[config.mk]
export PLATFORM = sky130hd
export DESIGN_NAME = sm83_irq_ctl
export DESIGN_NICKNAME = d
export VERILOG_FILES = /design/src/rtl/sm83_irq_ctl.sv
export SDC_FILE = /design/constraint.sdc
export NUM_CORES = 1
export LEC_CHECK = 0
export ABC_AREA = 0
export CELL_PAD_IN_SITES_DETAIL_PLACEMENT = 1
export CELL_PAD_IN_SITES_GLOBAL_PLACEMENT = 1
export CORE_ASPECT_RATIO = 1.75
export CORE_UTILIZATION = 29
export DETAILED_ROUTE_END_ITERATION = 16
export HOLD_SLACK_MARGIN = 0.06
export PLACE_DENSITY = 0.86
export REMOVE_ABC_BUFFERS = 1
export SLEW_MARGIN = 20
export SYNTH_ARGS = -nofsm -noshare
export SYNTH_HDL_FRONTEND = slang
export SYNTH_SLANG_ARGS = --single-unit
[constraint.sdc]
create_clock -name clk -period 2.75 [get_ports clk]
set_input_delay 0.6875 -clock clk [delete_from_list [all_inputs] [get_ports clk]]
set_output_delay 0.6875 -clock clk [all_outputs]
set_load 0.005 [all_outputs]
[src/rtl/sm83_irq_ctl.sv]
// SM83-style interrupt controller: IME with delayed EI, HALT, and a 5 M-cycle dispatch.
// Define SM83_IRQ_HALT_BUG_EN to emulate the HALT bug instead of entering HALT.
module sm83_irq_ctl #(
    parameter int NUM_IRQS   = 5,
    parameter int ADR_WIDTH  = 16,
    parameter int VEC_BASE   = 'h40,
    parameter int VEC_STRIDE = 8
) (
    input  logic                 clk,
    input  logic                 reset,
    input  logic                 ncyc,
    input  logic                 insn_end,
    input  logic [NUM_IRQS-1:0]  irq,
    input  logic                 ei,
    input  logic                 di,
    input  logic                 reti,
    input  logic                 halt_req,
    output logic                 ime,
    output logic                 dispatch,
    output logic [ADR_WIDTH-1:0] vec,
    output logic                 vec_valid,
    output logic [NUM_IRQS-1:0]  iack,
    output logic                 halted,
    output logic                 halt_bug,
    output logic [1:0]           state_dbg
);

    typedef enum logic [1:0] {
        ST_RUN  = 2'd0,
        ST_HALT = 2'd1,
        ST_DISP = 2'd2
    } state_t;

    state_t                state;
    logic [2:0]            mcnt;
    logic                  ei_pend;
    logic [NUM_IRQS-1:0]   sel_onehot;
    logic [ADR_WIDTH-1:0]  sel_vec;
    logic                  any_irq;
    logic                  insn_done;
    logic                  ei_arm;
    logic                  run_take;
    logic                  halt_wake;
    logic                  enter_disp;
    logic                  sel_strobe;
    logic                  halt_enter;

    // Lowest index wins: scan from the top so the last hit is the lowest line.
    always_comb begin
        sel_onehot = '0;
        sel_vec    = '0;
        for (int i = NUM_IRQS - 1; i >= 0; i--) begin
            if (irq[i]) begin
                sel_onehot    = '0;
                sel_onehot[i] = 1'b1;
                sel_vec       = ADR_WIDTH'(VEC_BASE + i * VEC_STRIDE);
            end
        end
    end

    assign any_irq    = |irq;
    assign insn_done  = ncyc && insn_end;
    assign ei_arm     = ei_pend || ei;
    assign run_take   = (state == ST_RUN) && insn_done && ime && any_irq;
    assign halt_wake  = (state == ST_HALT) && ncyc && any_irq;
    assign enter_disp = run_take || (halt_wake && ime);
    assign sel_strobe = (state == ST_DISP) && ncyc && (mcnt == 3'd2);

`ifdef SM83_IRQ_HALT_BUG_EN
    logic halt_trap;
    assign halt_trap  = (state == ST_RUN) && insn_done && halt_req && !ime && any_irq;
    assign halt_enter = insn_done && halt_req && !run_take && !halt_trap;
    assign halt_bug   = halt_trap && !reset;
`else
    assign halt_enter = insn_done && halt_req && !run_take;
    assign halt_bug   = 1'b0;
`endif

    // vec is meaningful only while vec_valid is high; both are registered and
    // cleared together so vec reads as zero whenever vec_valid is low.
    assign iack      = (sel_strobe && !reset) ? sel_onehot : '0;
    assign dispatch  = (state == ST_DISP);
    assign halted    = (state == ST_HALT);
    assign state_dbg = state;

    always_ff @(posedge clk) begin
        if (reset) begin
            state     <= ST_RUN;
            mcnt      <= 3'd0;
            ime       <= 1'b0;
            ei_pend   <= 1'b0;
            vec       <= '0;
            vec_valid <= 1'b0;
        end else begin
            // IME decisions use the registered value, giving the one-instruction EI delay.
            if (di) begin
                ime     <= 1'b0;
                ei_pend <= 1'b0;
            end else begin
                if (enter_disp) begin
                    ime <= 1'b0;
                end else if (reti || (insn_done && ei_arm)) begin
                    ime <= 1'b1;
                end
                ei_pend <= ei_arm && !insn_done;
            end

            case (state)
                ST_RUN: begin
                    mcnt <= 3'd0;
                    if (enter_disp) begin
                        state <= ST_DISP;
                    end else if (halt_enter) begin
                        state <= ST_HALT;
                    end
                end
                ST_HALT: begin
                    mcnt <= 3'd0;
                    if (halt_wake) begin
                        state <= ime ? ST_DISP : ST_RUN;
                    end
                end
                ST_DISP: begin
                    if (ncyc) begin
                        if (mcnt == 3'd2) begin
                            vec       <= sel_vec;
                            vec_valid <= 1'b1;
                        end
                        if (mcnt == 3'd4) begin
                            state     <= ST_RUN;
                            mcnt      <= 3'd0;
                            vec       <= '0;
                            vec_valid <= 1'b0;
                        end else begin
                            mcnt <= mcnt + 3'd1;
                        end
                    end
                end
                default: begin
                    state <= ST_RUN;
                    mcnt  <= 3'd0;
                end
            endcase
        end
    end

endmodule

==> impl_results.md, run 1 <==
* Global route overflow at 0
* Tmin final at 2.68 ns
* Fin util at 46.0%
* Vias at 725
* DR top layer: met4
* Largest cells by area after synthesis: dfxtp_1 31%, buf_4 12%, ha_1 4.8%, nor2_1 2.9%, a31oi_4 2.7%
* Synth top area share at 30.6%
* Sw frac at 24.1%
* Wire length on met2 at 1440 um
* Crit start category: input pin
* Max-cap violations at 0
* Post-synthesis cell count at 84
* R2R depth at 7
* CP max-delay cell: dlygate4sd2_1
* Final setup viols at 0
* CTS buffer count at 3
* Hold Path Sink: vec[4]$_SDFFE_PP0P_
* Crit path max fanout at 3
* I/O Buffers at 27
* EDFF count, synth at 0
* Status: finished, final reports clean
* Clock insertion delay at the later pin of the skew report at 0.24 ns
* Core Area at 2520 um2
* Die width at 41.3 um
* Pwr/cell area at 352 nW/um2
* Remaining DRCs at 0
* Post-DP HPWL at 1840 um
* Period utilization at 97.5%
* Deepest clock path buffer count at 2
* Hold Crit Start: vec[4]$_SDFFE_PP0P_
* Setup CP Type: in2out
* First-pass GRT wire length at 3480 um
* M1 WL at 737 um
* Sequential power share at 44.3%
* Hold Fails Final Rpt at 0
* Die Span Y at 70.8 um
* Pre-CTS WS at -0.299 ns
* Worst hold path type: reg2reg
* WP data required at 2.06 ns
* Initial DRT Pass Iterations at 4
* Final Wtd Congestion at 0.721
* GRT Overall Usage at 17.7%
* WL/cell at 15.2 um
* Slew Limit Fails at 0
* Clk_skew at 0.00174 ns
* R2R Path End: vec[4]$_SDFFE_PP0P_
* Hold depth at 1
* CTS H-tree lvls at 1
* Starting density of the core at 31.1%
* Yosys reg bits at 12
* Routed WL at 2270 um
* Layout Cells excl Fill at 150
* Main synth FF type: dfxtp_1
* Largest net degree at the start of global routing at 8
* Avg Cell Area, Syn at 9.34 um2
* Diode count at 0
* RSZ-0062 raised after global routing: false
* Boundary Pins at 41
* Placed Cells at 143
* Clk root buf: clkbuf_8
* Vias in the first global route at 769
* Logic pwr share at 16.6%
* Initial antenna violation count at 0
* Antenna Violating Nets Remaining at 0
* Internal power at 310 uW
* Register area share after synthesis at 30.6%
* Mapped cell area at 785 um2
* Cell variety after synth at 40
* TritonCTS clock tree: built
* Leakage power at 0.000503 uW
* Die Area at 2930 um2
* Setup crit end kind: output pin
* Met3 routed WL at 81 um
* Fillers at 311
* Clk pwr share at 39.1%
* R2r setup slk at 1.12 ns
* NumNets Final at 142
* Most common cell on crit path: buf_4
* Fin worst setup slack at 0.0682 ns
* Synth Warn # at 0
* Fmax at 373 MHz
* Worst path cell trace: dlygate4sd2_1 -> buf_4 -> nor3_2 -> and4_4 -> buf_4 -> and3_2 -> clkdlybuf4s15_1
* FP Rows at 24
* CP arrival at 1.99 ns
* Switching power at 98.4 uW
* Largest area contributor in the netlist: dfxtp_1
* Sink Count at 12
* CTS clk-pin slew, worst paths at 0.05 ns
* CP peak stage delay at 0.26 ns
* Asr flop ratio synth at 0%
* Peak supply drop at 0.253 mV
* Worst R2R Start: mcnt[0]$_SDFFE_PP0P_
* Initial DRC count at 8
* Area grow syn2layout at 48.0%
* Vias/cell at 4.83
* Share of layout cells above drive strength 1 at 25.8%
-- layout by cell type (no fill, tap or decap), drive strengths merged, types with 3 or more instances in the layout --
| master | count |
|---|---|
| clkdlybuf4s50 | 19 |
| inv | 3 |
| clkbuf | 3 |
| nor2 | 6 |
| dfxtp | 12 |
| and2 | 3 |
| nand2b | 4 |
| buf | 12 |
| conb | 13 |
| dlygate4sd2 | 5 |
| o21ai | 3 |
| nand3 | 3 |
| ha | 3 |
| a21oi | 3 |
-- flip-flops by register name, summed over array words and instances, names as in the netlist --
signal	cells
state_dbg	2
mcnt	3
vec	4
ei_pend	1
vec_valid	1
ime	1
-- critical path, delay by kind of cell --
kind / cells / cell delay (ns)
AND/OR/NAND/NOR: 3 / 0.59
buffers and inverters: 4 / 0.71
-- power groups by stage --
stage          clock [uW]  combinational, uW  sequential, uW
2_1_floorplan           0               23.2             183
3_3_place_gp            0               65.5             184
3_5_place_dp            0               67.6             184
4_1_cts               163               67.5             181
5_1_grt               174               73.2             181
6_report              160               67.9             181
-- layer usage --
layer / track usage, % / up-vias
met5: 0 / -
met4: 6.45 / 0
met3: 2.82 / 2
met2: 34.2 / 18
met1: 16.0 / 355
li1: - / 350
-- synth_stat cells (2+ instances only) --
cell	number
nand3_1	3
inv_1	3
o21ai_0	3
a21oi_1	3
nor2_1	6
nor2b_1	2
buf_4	13
o2bb2ai_1	2
nand2_1	2
nand2b_1	3
ha_1	3
dfxtp_1	12
and2_2	2
-- area by class of cell --
class / count / area (um2) / area share (%)
multi-input combinational: 67 / 479 / 41.3
timing repair buffer: 39 / 357 / 30.7
inverter: 3 / 11.3 / 0.970
sequential: 12 / 240 / 20.7
tap: 26 / 32.5 / 2.80
clock buffer: 3 / 41.3 / 3.56
-- metrics by stage --
step | TNS, ns | hold WS [ns] | instance area, um2 | power [uW]
global placement | -0.965 | 0.455 | 1080 | 249
detailed placement | -1.37 | 0.460 | 1080 | 252
finish | 0 | 0.478 | 1160 | 408
floorplan | 0 | 0.456 | 721 | 206
global route | 0 | 0.479 | 1160 | 428
CTS | 0 | 0.474 | 1160 | 412
-- kinds of logic after synthesis --
kind of cell	synth area share [%]
buffers and inverters	15.3
flip-flops	30.6
other	0.478
multiplexers	3.19
adder cells (fa/ha/maj)	4.79
AO/OA/AOI/OAI	21.2
AND/OR/NAND/NOR	24.4
-- what timing repair did --
item | CTS | global route
gates resized for setup | 9 | 3
hold buffers | 0 | 0
pin swaps | 4 | 3
setup buffers | 4 | 0
setup endpoints to repair | 5 | 3
-- worst max-delay path by stage --
stage | start | end | slack (ns) | depth (start not counted)
after floorplan | reset | iack[1] | 0.81 | 3
after global placement | reset | iack[4] | -0.23 | 6
after detailed placement | reset | iack[4] | -0.30 | 6
after CTS | reset | iack[1] | 0.001 | 5
after global routing | reset | iack[4] | 0.02 | 7
final | reset | iack[4] | 0.07 | 7
(Power assumes the default switching activity.)
==> run 2: changes to the inputs <==
CAP_MARGIN = 10   (was not set)
==> results of run 2 <==
Same layout as run 1: the final DEF is identical, and so are final timing and power.
